File: config.mk
export PLATFORM = sky130hd
export DESIGN_NAME = regfile_burst_reader
export DESIGN_NICKNAME = d
export VERILOG_FILES = /design/src/rtl/regfile_pkg.sv /design/src/rtl/regfile_burst_out_stage.sv /design/src/rtl/regfile_burst_reader.sv
export SDC_FILE = /design/constraint.sdc
export NUM_CORES = 1
export LEC_CHECK = 0
export CAP_MARGIN = 20
export CELL_PAD_IN_SITES_DETAIL_PLACEMENT = 0
export CELL_PAD_IN_SITES_GLOBAL_PLACEMENT = 1
export CORE_UTILIZATION = 34
export CTS_CLUSTER_SIZE = 8
export DETAILED_ROUTE_END_ITERATION = 6
export PLACE_DENSITY = 0.9
export SETUP_SLACK_MARGIN = 0.15
export SLEW_MARGIN = 20
export SYNTH_ARGS = -nofsm -noshare
export SYNTH_HDL_FRONTEND = slang
export SYNTH_SLANG_ARGS = --single-unit
File: constraint.sdc
create_clock -name clk_i -period 2.1 [get_ports clk_i]
set_clock_uncertainty 0.05 [all_clocks]
set_input_delay 0.42 -clock clk_i [delete_from_list [all_inputs] [get_ports clk_i]]
set_output_delay 0.42 -clock clk_i [all_outputs]
set_load 0.005 [all_outputs]
File: src/rtl/regfile_pkg.sv
// Shared register-file types and constants used by the read- and write-side masters.
package regfile_pkg;

   localparam int unsigned ADDR_W   = 4;
   localparam int unsigned DATA_W   = 8;
   localparam int unsigned NUM_REGS = 16;

   typedef logic [ADDR_W-1:0] rf_addr_t;
   typedef logic [DATA_W-1:0] rf_data_t;
   typedef logic [ADDR_W:0]   rf_cnt_t;

   typedef enum logic [1:0] {IDLE, READ, DRAIN} burst_state_t;

   // Burst length saturates at the register count so no address is read twice.
   function automatic rf_cnt_t clamp_count(rf_cnt_t c);
      return (c > rf_cnt_t'(NUM_REGS)) ? rf_cnt_t'(NUM_REGS) : c;
   endfunction

endpackage

File: src/rtl/regfile_burst_out_stage.sv
// Single-entry valid/ready output register for the burst reader.
// Optional even-parity output under REGFILE_BURST_PARITY_EN.
module regfile_burst_out_stage
   import regfile_pkg::*;
(
   input  logic     clk_i,
   input  logic     rst_ni,
   input  logic     load_i,
   input  logic     ready_i,
   input  rf_data_t data_i,
   input  rf_addr_t addr_i,
   input  logic     last_i,
   output logic     valid_o,
   output rf_data_t data_o,
   output rf_addr_t addr_o,
   output logic     last_o
`ifdef REGFILE_BURST_PARITY_EN
   ,
   output logic     parity_o
`endif
);

   logic     valid_q, valid_d;
   rf_data_t data_q, data_d;
   rf_addr_t addr_q, addr_d;
   logic     last_q, last_d;
`ifdef REGFILE_BURST_PARITY_EN
   logic     parity_q, parity_d;
`endif

   always_comb begin
      valid_d = valid_q;
      data_d  = data_q;
      addr_d  = addr_q;
      last_d  = last_q;
`ifdef REGFILE_BURST_PARITY_EN
      parity_d = parity_q;
`endif
      if (load_i) begin
         valid_d = 1'b1;
         data_d  = data_i;
         addr_d  = addr_i;
         last_d  = last_i;
`ifdef REGFILE_BURST_PARITY_EN
         parity_d = ^data_i;
`endif
      end else if (valid_q && ready_i) begin
         // Data and address stay as-is after acceptance; only the qualifiers drop.
         valid_d = 1'b0;
         last_d  = 1'b0;
      end
   end

   always_ff @(posedge clk_i or negedge rst_ni) begin
      if (!rst_ni) begin
         valid_q <= 1'b0;
         data_q  <= '0;
         addr_q  <= '0;
         last_q  <= 1'b0;
`ifdef REGFILE_BURST_PARITY_EN
         parity_q <= 1'b0;
`endif
      end else begin
         valid_q <= valid_d;
         data_q  <= data_d;
         addr_q  <= addr_d;
         last_q  <= last_d;
`ifdef REGFILE_BURST_PARITY_EN
         parity_q <= parity_d;
`endif
      end
   end

   assign valid_o = valid_q;
   assign data_o  = data_q;
   assign addr_o  = addr_q;
   assign last_o  = last_q;
`ifdef REGFILE_BURST_PARITY_EN
   assign parity_o = parity_q;
`endif

endmodule

File: src/rtl/regfile_burst_reader.sv
// Burst read initiator for the 16x8 register file, streaming bytes out on valid/ready.
// Define REGFILE_BURST_PARITY_EN to add the m_parity_o output.
module regfile_burst_reader
   import regfile_pkg::*;
(
   input  logic     clk_i,
   input  logic     rst_ni,
   input  logic     start_i,
   input  rf_addr_t start_addr_i,
   input  rf_cnt_t  count_i,
   output logic     busy_o,
   output logic     done_o,
   output rf_addr_t rf_raddr_o,
   input  rf_data_t rf_rdata_i,
   output logic     m_valid_o,
   input  logic     m_ready_i,
   output rf_data_t m_data_o,
   output rf_addr_t m_addr_o,
   output logic     m_last_o
`ifdef REGFILE_BURST_PARITY_EN
   ,
   output logic     m_parity_o
`endif
);

   burst_state_t state_q, state_d;
   rf_addr_t     raddr_q, raddr_d;
   rf_cnt_t      remaining_q, remaining_d;
   logic         busy_q, busy_d;
   logic         done_q, done_d;
   logic         out_load;
   logic         out_valid;

   always_comb begin
      state_d     = state_q;
      raddr_d     = raddr_q;
      remaining_d = remaining_q;
      busy_d      = busy_q;
      done_d      = 1'b0;
      out_load    = 1'b0;
      unique case (state_q)
         IDLE: begin
            if (start_i) begin
               if (count_i != '0) begin
                  raddr_d     = start_addr_i;
                  remaining_d = clamp_count(count_i);
                  busy_d      = 1'b1;
                  state_d     = READ;
               end else begin
                  done_d = 1'b1;
               end
            end
         end
         READ: begin
            // A beat is captured whenever the output slot is empty or being drained.
            if (!out_valid || m_ready_i) begin
               out_load    = 1'b1;
               raddr_d     = raddr_q + 1'b1;
               remaining_d = remaining_q - 1'b1;
               if (remaining_q == rf_cnt_t'(1)) state_d = DRAIN;
            end
         end
         DRAIN: begin
            if (out_valid && m_ready_i) begin
               done_d  = 1'b1;
               busy_d  = 1'b0;
               state_d = IDLE;
            end
         end
         default: state_d = IDLE;
      endcase
   end

   always_ff @(posedge clk_i or negedge rst_ni) begin
      if (!rst_ni) begin
         state_q     <= IDLE;
         raddr_q     <= '0;
         remaining_q <= '0;
         busy_q      <= 1'b0;
         done_q      <= 1'b0;
      end else begin
         state_q     <= state_d;
         raddr_q     <= raddr_d;
         remaining_q <= remaining_d;
         busy_q      <= busy_d;
         done_q      <= done_d;
      end
   end

   regfile_burst_out_stage u_out_stage (
      .clk_i    (clk_i),
      .rst_ni   (rst_ni),
      .load_i   (out_load),
      .ready_i  (m_ready_i),
      .data_i   (rf_rdata_i),
      .addr_i   (raddr_q),
      .last_i   (remaining_q == rf_cnt_t'(1)),
      .valid_o  (out_valid),
      .data_o   (m_data_o),
      .addr_o   (m_addr_o),
      .last_o   (m_last_o)
`ifdef REGFILE_BURST_PARITY_EN
      ,
      .parity_o (m_parity_o)
`endif
   );

   assign m_valid_o  = out_valid;
   assign busy_o     = busy_q;
   assign done_o     = done_q;
   assign rf_raddr_o = raddr_q;

endmodule

# Yosys cells after proc, flatten, opt, wreduce, memory -nomap -nowiden
# Index checks and enable logic that the tools add are counted.
# W data, S select, Z words.
[totals]
register_bits = 27
out_inout_bits = 20
wordCells = 58
input_bits = 21
[classes]
eq_ne = 8
addsub = 2
n_reduce_logical = 11
magnitude_cmp = 1
n_mux = 27
[op_table]
columns = ["op", "count"]
rows = [
  ["$mux W5", 4],
  ["$mux W4", 3],
  ["$mux W1", 10],
  ["$mux W2", 5],
  ["$pmux W5 S2", 1],
  ["$ne A2 B2 Y1 const B", 4],
  ["$pmux W4 S2", 1],
  ["$reduce_and A4 Y1", 2],
  ["$pmux W2 S3", 1],
  ["$reduce_bool A2 Y1", 3],
  ["$eq A5 B1 Y1 const B", 1],
  ["$gt A5 B5 Y1 const B", 1],
  ["$reduce_and A5 Y1", 1],
  ["$reduce_bool A5 Y1", 1],
  ["$sub A5 B1 Y5 const B", 1],
  ["$add A4 B1 Y4 const B", 1],
  ["$pmux W1 S2", 2],
  ["$eq A2 B1 Y1 const B", 1],
  ["$eq A2 B2 Y1 const B", 1],
  ["$logic_not A2 Y1", 1],
  ["$ne A2 B1 Y1 const B", 1],
  ["$logic_and A1 B1 Y1", 1],
  ["$logic_not A1 Y1", 1],
  ["$logic_or A1 B1 Y1", 1],
]

# Logic depth before layout (Yosys ltp)
# Gate-level depths: netlist of run 1.
[logic_depth]
word_depth = 5
mapped_depth = 6
ltp_nobuf = 5

# By module
# From an unflattened synthesis of run 1, not the netlist that was laid out.
[hier_totals]
cells_unflattened = 126
hier_area_um2 = 1437.6
[by_module_without_submodules]
columns = ["module", "seq_area_each_um2", "area_per_inst_um2", "instances", "cells_per_inst"]
rows = [
  ["regfile_burst_reader", 325.3, 863.3, 1, 93],
  ["regfile_burst_out_stage", 350.3, 574.3, 1, 33],
]

# Worst setup path before layout of run 1
# OpenSTA, ideal clock, no wires.
[synth_path]
kind = "flip-flop to flip-flop"
start = "reg state_q[0]"
end = "reg remaining_q[1]"
setup_slack_ns = 0.362
path_stages_with_launch = 6
t_arrival_ns = 1.563
synth_period_minus_slack_ns = 1.738
required_ns = 1.925
n_path_buf = 1
setup_ns = 0.125
path_cell_list = "dfrtp_1 or3b_1 a21oi_4 or2_1 buf_6 mux2_4"
[synth_via]
elab_chain_cells = 3
word_cells_on_any_way = 8
classes_between = "eq/ne (4); mux (1); reduce/logical (3)"
[synth_lines]
columns = ["item", "line_no", "rtl"]
rows = [
  ["start, declared", "regfile_burst_reader.sv:26", "burst_state_t state_q, state_d;"],
  ["start signal, assigned", "regfile_burst_reader.sv:82", "state_q <= state_d;"],
  ["$eq A2 B1 Y1 or $logic_not A2 Y1 (tied branches)", "regfile_burst_reader.sv:41", "unique case (state_q)"],
  ["$ne A2 B2 Y1 (no source line) or $reduce_bool A2 Y1 (tied branches)", "--", ""],
  ["$reduce_and A4 Y1 (no source line)", "--", ""],
  ["end signal, assigned", "regfile_burst_reader.sv:84", "remaining_q <= remaining_d;"],
  ["end, declared", "regfile_burst_reader.sv:28", "rf_cnt_t remaining_q, remaining_d;"],
]
# Parallel ways exist; a longest one is shown, timed or not.
# A chain may end at the register's enable or synchronous reset.

# Worst setup path after layout of run 1
[layout_path]
start = "in count_i[4]"
end = "reg remaining_q[1]"
[layout_via]
elab_chain_cells = 5
word_cells_on_any_way = 8
classes_between = "order compare (1); eq/ne (1); mux (4); reduce/logical (2)"
[layout_lines]
columns = ["item", "line_no", "rtl"]
rows = [
  ["start, declared", "regfile_burst_reader.sv:10", "input rf_cnt_t count_i,"],
  ["$gt A5 B5 Y1", "regfile_pkg.sv:16", "return (c > rf_cnt_t'(NUM_REGS)) ? rf_cnt_t'(NUM_REGS) : c;"],
  ["$mux W5", "regfile_pkg.sv:16", ""],
  ["$mux W5", "regfile_burst_reader.sv:44", "if (count_i != '0) begin"],
  ["$mux W5", "regfile_burst_reader.sv:43", "if (start_i) begin"],
  ["$pmux W5 S2", "regfile_burst_reader.sv:41", ""],
]
# Parallel ways exist; a longest one is shown, timed or not. The select of a mux whose other input is x is not followed.

==> metrics.yaml, run 1 <==
run_status: "finished clean"
placed_area_um2: 1840
synth_area_um2: 1340
ys_seq_area_frac: 0.505
maxCapViolCount: 0
reg2reg_depth: 5
synth-seq-cells: 27
cts_tree: "done"
netlist.area_leader.share: 0.505
power_density_nw_per_um2: 1360
design.die.area_um2: 4190
wire_per_inst_um: 12.0
antenna_found_initial: 0
dp.cells: 242
crit_path_end_kind: "flop"
power_leakage_nw: 0.856
ant_nets: 0
synth.distinct_cells: 31
slew_headroom: 0.562
tns_ns: 0
synthFlopType: "dfrtp_1"
hold_violations: 0
nets: 223
drt_first_iter_violations: 77
cts.repair.resized: 0
core.rowCount: 22
irDropWorstVdd_uv: 598
worstReg2RegStart: "state_q[0]"
cp.depth: 5
core_area_um2: 3720
port_buffers: 40
vias_per_cell: 4.89
cp_max_fo: 6
ctsHoldBuffers: 0
setup_viol: 0
hpwlAfterDp_um: 2140
cp-start-kind: "input pin"
clk_latency_ns: 0.27
rsz0062_at_grt: "false"
cp-startpoint: "count_i[4]"
synthCells: 150
crit_end: "remaining_q[1]"
htree_levels: 1
max_stage_delay_ns: 0.47
crit_required_ns: 2.22
clock_sinks: 27
syn_nets: 174
synth.avg_cell_area_um2: 8.93
die_w_um: 64.8
async_flop_share: 1.00
cts_max_path_buffers: 2
hold_slack_ns: 0.430
antennaDiodeCount: 0
maxSlewViolCount: 0
reg2reg_to: "rf_raddr_o[0]"
rrSetupSlack_ns: 0.43
num_io_pins: 41
clock-root-buffer: "clkbuf_8"
post_cts_buffers: 0
drive_above_1_share: 0.101
first_pass_iters: 4
drc: 0
via_count: 1204
start_util: 0.360
area_growth_pct: 41.1
fmax_ghz: 0.540
crit_family: "simple AND/OR/NAND/NOR gates"
synth_top_area_cell: "dfrtp_1"
cp_slowest_cell: "clkdlybuf4s50_1"
grt_overflow: 0
grt_usage: 0.152
grt_pass1_vias: 1124
worstPathArrival_ns: 1.97
synth_edf_count: 0
die_h_um: 64.8
path_class: "in -> reg"
synth_area_leaders: "dfrtp_1 50%, nand2_1 14%, ha_1 2.8%"
grt_pass1_wl_um: 5060
finalCritPeriodShare: 0.882
fin_crit_ns: 1.85
yosysWarnings: 0
tightest_slew_ns: 0.657
gp_congestion: 0.784
numCtsBuffers: 3
final-instance-count-excl-fill: 246
crit_chain: "clkdlybuf4s50_1 -> nor4_4 -> a21oi_4 -> or2_4 -> mux2_4"
finish.instance_area_um2: 1890
clkSlewWorstSetupHoldPaths_ns: 0.10
wl_um: 2940
grt_max_degree: 28
hold_path.class: "reg -> reg"
crit_buf_inv: 1
[Yosys cell counts (2+ instances only)]
master	n
inv_1	7
ha_1	3
buf_6	2
o22ai_1	3
nand2b_1	2
a21oi_1	5
o221ai_1	2
dfrtp_1	27
nand2_1	50
nand3_1	7
nor3_1	5
buf_2	2
o21ai_0	7
nor2_1	6
clkbuf_1	3
a31oi_1	4
[tightest hold or removal path: stages, from the launching register on]
cell and delay [ns]:
dfrtp_1 0.36, nand2_1 0.05, nand2_1 0.05
[report_power, final]
| group | internal, mW | switching, mW |
|---|---|---|
| clock | 0.135 | 0.172 |
| sequential | 0.749 | 0.186 |
| combinational | 0.724 | 0.604 |
[cell type report]
class	count	area (um2)
timing repair buffer	51	483
clock buffer	3	41.3
inverter	7	26.3
multi-input combinational	109	596
sequential	27	676
tap	48	60.1
fill	361	1830
clock inverter	1	7.51
[per-stage QoR]
step	worst slack (ns)	power, mW	utilization
after floorplan	0.362	1.69	-
after global placement	-0.0814	2.26	0.495
after detailed placement	-0.106	2.27	0.495
after global routing	0.154	2.80	0.508
final	0.247	2.57	0.508
after CTS	0.190	2.58	0.508
[kinds of logic (layout without fill, tap and decap cells)]
group           after synthesis  in the layout  share of synthesized area
simple gates                 76             76                      0.254
flops                        27             27                      0.505
compound gates               27             27                      0.134
buf+inv                      14             62                     0.0523
mux                           3              3                     0.0271
fa+ha+maj                     3              3                     0.0280
[layout by cell type (no fill, tap or decap), types with 2 or more instances in the layout]
master / Yosys / layout
nand2_1: 50 / 50
clkdlybuf4s50_1: 0 / 40
dfrtp_1: 27 / 27
buf_4: 0 / 11
inv_1: 7 / 7
nand3_1: 7 / 7
o21ai_0: 7 / 7
nor2_1: 6 / 6
a21oi_1: 5 / 5
nor3_1: 5 / 5
a31oi_1: 4 / 4
o22ai_1: 3 / 3
ha_1: 3 / 3
clkbuf_8: 0 / 3
nand2b_1: 2 / 2
o221ai_1: 2 / 2
[worst min-delay path by stage]
stage	from	end	slack (ns)	cells after the start
after CTS	u_out_stage.data_o[5]	u_out_stage.data_o[5]	0.44	2
after detailed placement	u_out_stage.data_o[5]	u_out_stage.data_o[5]	0.42	2
after global placement	u_out_stage.data_o[0]	u_out_stage.data_o[0]	0.41	2
final	u_out_stage.data_o[5]	u_out_stage.data_o[5]	0.43	2
after floorplan	rst_ni	busy_o	0.07	0
after global routing	u_out_stage.data_o[0]	u_out_stage.data_o[0]	0.45	2
[routing by layer]
metal / vias up / global-route usage / routed length, um
met5: - / 0 / 0
met4: 0 / 0.0528 / 27
met3: 2 / 0.0282 / 159
met2: 36 / 0.245 / 1340
met1: 561 / 0.204 / 1410
li1: 605 / - / -
[state kept, by name, summed over array words and instances, names as in the netlist]
signal,count
u_out_stage.data_o,8
remaining_q,5
rf_raddr_o,4
u_out_stage.addr_o,4
state_q,2
busy_o,1
done_o,1
u_out_stage.last_o,1
u_out_stage.valid_o,1
Note: power is estimated with default switching activity, not from simulation.
==> run 2: changes to the inputs <==
- CTS_CLUSTER_SIZE: 8 -> not set
==> results of run 2 <==
Final layout, timing and power as in run 1 (identical DEF).
==> run 3: changes to the inputs <==
- CAP_MARGIN: 20 -> not set
- CORE_UTILIZATION: 34 -> 45
- DONT_BUFFER_PORTS: not set -> 1
- PLACE_DENSITY: 0.9 -> 0.88
==> run 3 against run 2 <==
Effect of this change: cell area decreased by 25%; via count down 13%; largest cell class unchanged; highest routed layer unchanged; count of clock-buffer cells in the layout unchanged.
==> metrics.yaml, run 3 (same netlist as run 1, synthesis figures left out) <==
cp_max_fo: 9  # +3
rsz0062_at_grt: "false"
grt_pass1_wl_um: 4650  # -8.0%
cp_slowest_cell: "dfrtp_1"
holdCritStartpoint: "rf_rdata_i[1]"
reg2reg_depth: 5  # unchanged
first_pass_iters: 4  # unchanged
mostFrequentLayoutCells: "50 x nand2_1, 27 x dfrtp_1, 7 x inv_1, 7 x nand3_1, 7 x o21ai_0"
drc: 0  # unchanged
core_area_um2: 2780  # -25%
cts.repair.resized: 0  # unchanged
hpwlAfterDp_um: 2010  # -6.1%
vias_per_cell: 5.72  # +17%
htree_levels: 1  # unchanged
crit_required_ns: 2.31  # +0.09 ns
min_to: "u_out_stage.data_o[1]"
tightest_slew_ns: 0.606  # -0.0515 ns
irDropWorstVdd_uv: 853  # +43%
worstPathArrival_ns: 2.01  # +0.04 ns
wire_per_inst_um: 14.7  # +23%
power_leakage_nw: 0.671  # -22%
grt_max_degree: 28  # unchanged
numCtsBuffers: 3  # unchanged
clk_latency_ns: 0.33  # +0.06 ns
power_mw: 2.11  # -18%
clock-root-buffer: "clkbuf_4"
maxSlewViolCount: 0  # unchanged
clkSlewWorstSetupHoldPaths_ns: 0.16  # +0.06 ns
crit_path_end_kind: "flop"
num_io_pins: 41  # unchanged
setup_viol: 0  # unchanged
fin_crit_ns: 1.80  # -0.0523 ns
cp-start-kind: "flop"
reg2reg_to: "remaining_q[0]"
nets: 177  # -21%
area_growth_pct: 5.89
antenna_found_initial: 0  # unchanged
maxCapViolCount: 0  # unchanged
antennaDiodeCount: 0  # unchanged
die_h_um: 56.5  # -13%
num-fill-cells: 266  # -26%
path_class: "reg -> reg"
via_count: 1047  # -13%
cts_max_path_buffers: 2  # unchanged
hold_depth: 2  # unchanged
largest_reg_flops: 8  # unchanged
regArea_um2: 676  # unchanged
setup_ws_ns: 0.299  # +0.0523 ns
multi_input_area_um2: 593  # -0.42%
design.die.area_um2: 3200  # -24%
slew_headroom: 0.596  # +0.0343
worstReg2RegStart: "state_q[0]"
ant_nets: 0  # unchanged
clock_sinks: 27  # unchanged
grt_overflow: 0  # unchanged
gp_congestion: 0.840  # +7.1%
drt_first_iter_violations: 19  # -75%
finalCritPeriodShare: 0.857  # -0.0249
die_w_um: 56.5  # -13%
grt_pass1_vias: 1015  # -9.7%
run_status: "finished clean"
cts_tree: "done"
tns_ns: 0  # unchanged
max_stage_delay_ns: 0.48  # about the same
crit_chain: "or3b_1 -> a21oi_4 -> or2_1 -> buf_4 -> mux2i_1"
drive_above_1_share: 0.0789  # -0.0221
final_common_cell: "nand2_1"
core.rowCount: 19  # -14%
dp_slack_ns: 0.342  # +0.447 ns
fmax_ghz: 0.555  # +2.9%
power_density_nw_per_um2: 1490  # +9.5%
start_util: 0.481  # +0.121
crit_family: "simple AND/OR/NAND/NOR gates"
hold_path.class: "in -> reg"
rrSetupSlack_ns: 0.30  # -0.13 ns
grt_usage: 0.185  # +0.0327
hold_violations: 0  # unchanged
crit_buf_inv: 1  # unchanged
port_buffers: 0  # -100%
wl_um: 2690  # -8.5%
## run 3: changes by cell type in the layout (fill, tap and decap cells not counted), sizes merged
cell           change
inv                +1
buf                -7
dlygate4sd3        +1
clkinvlp           -1
clkdlybuf4s50     -40
## run 3: per-stage QoR
stage | instance area (um2) | instances | hold WS (ns) | utilization
after floorplan | 1340 | 150 | 0.0744 | -
after CTS | 1420 | 183 | 0.120 | 0.510
final | 1420 | 183 | 0.125 | 0.510
after detailed placement | 1360 | 177 | 0.0749 | 0.488
after global placement | 1360 | 177 | 0.0749 | 0.488
after global routing | 1420 | 183 | 0.104 | 0.510
## run 3: how the worst max path moves through the flow
| stage | depth (start not counted) | startpoint | endpoint | slack (ns) |
|---|---|---|---|---|
| floorplan | 5 | state_q[0] | remaining_q[1] | 0.36 |
| CTS | 5 | state_q[0] | remaining_q[0] | 0.29 |
| global placement | 4 | state_q[0] | remaining_q[1] | 0.38 |
| detailed placement | 5 | state_q[0] | remaining_q[0] | 0.34 |
| global route | 5 | state_q[0] | remaining_q[0] | 0.22 |
| finish | 5 | state_q[0] | remaining_q[0] | 0.30 |
## run 3: worst reg2reg max path, cell delays in order (launching register included)
cell,delay (ns)
dfrtp_1,0.48
or3b_1,0.44
a21oi_4,0.24
or2_1,0.18
buf_4,0.16
mux2i_1,0.18
## run 3: metal layers
layer	share of wire	global-route usage	wire, um	vias to the layer above
met4	0.0078	0.0592	21	0
met2	0.50	0.324	1360	33
met3	0.056	0.0392	152	2
li1	-	-	-	512
met5	0	0	0	-
met1	0.43	0.225	1160	500
## run 3: cell type report
type | instances | share of cell area
Clock buffer | 3 | 0.0159
Clock inverter | 1 | 0.00618
Timing Repair Buffer | 5 | 0.0371
Inverter | 7 | 0.0185
Sequential cell | 27 | 0.477
Multi-Input combinational cell | 109 | 0.418
Tap cell | 31 | 0.0274
## run 3: where the power goes
part,leakage [nW],switching (mW),internal [mW]
Sequential,0.319,0.219,0.748
Clock,0.0183,0.162,0.0778
Combinational,0.334,0.522,0.382
## run 3: what timing repair did
| item | in CTS | in global routing |
|---|---|---|
| hold endpoints to repair | 27 | 0 |
| hold buffers | 2 | 0 |
| setup buffers | 0 | 0 |
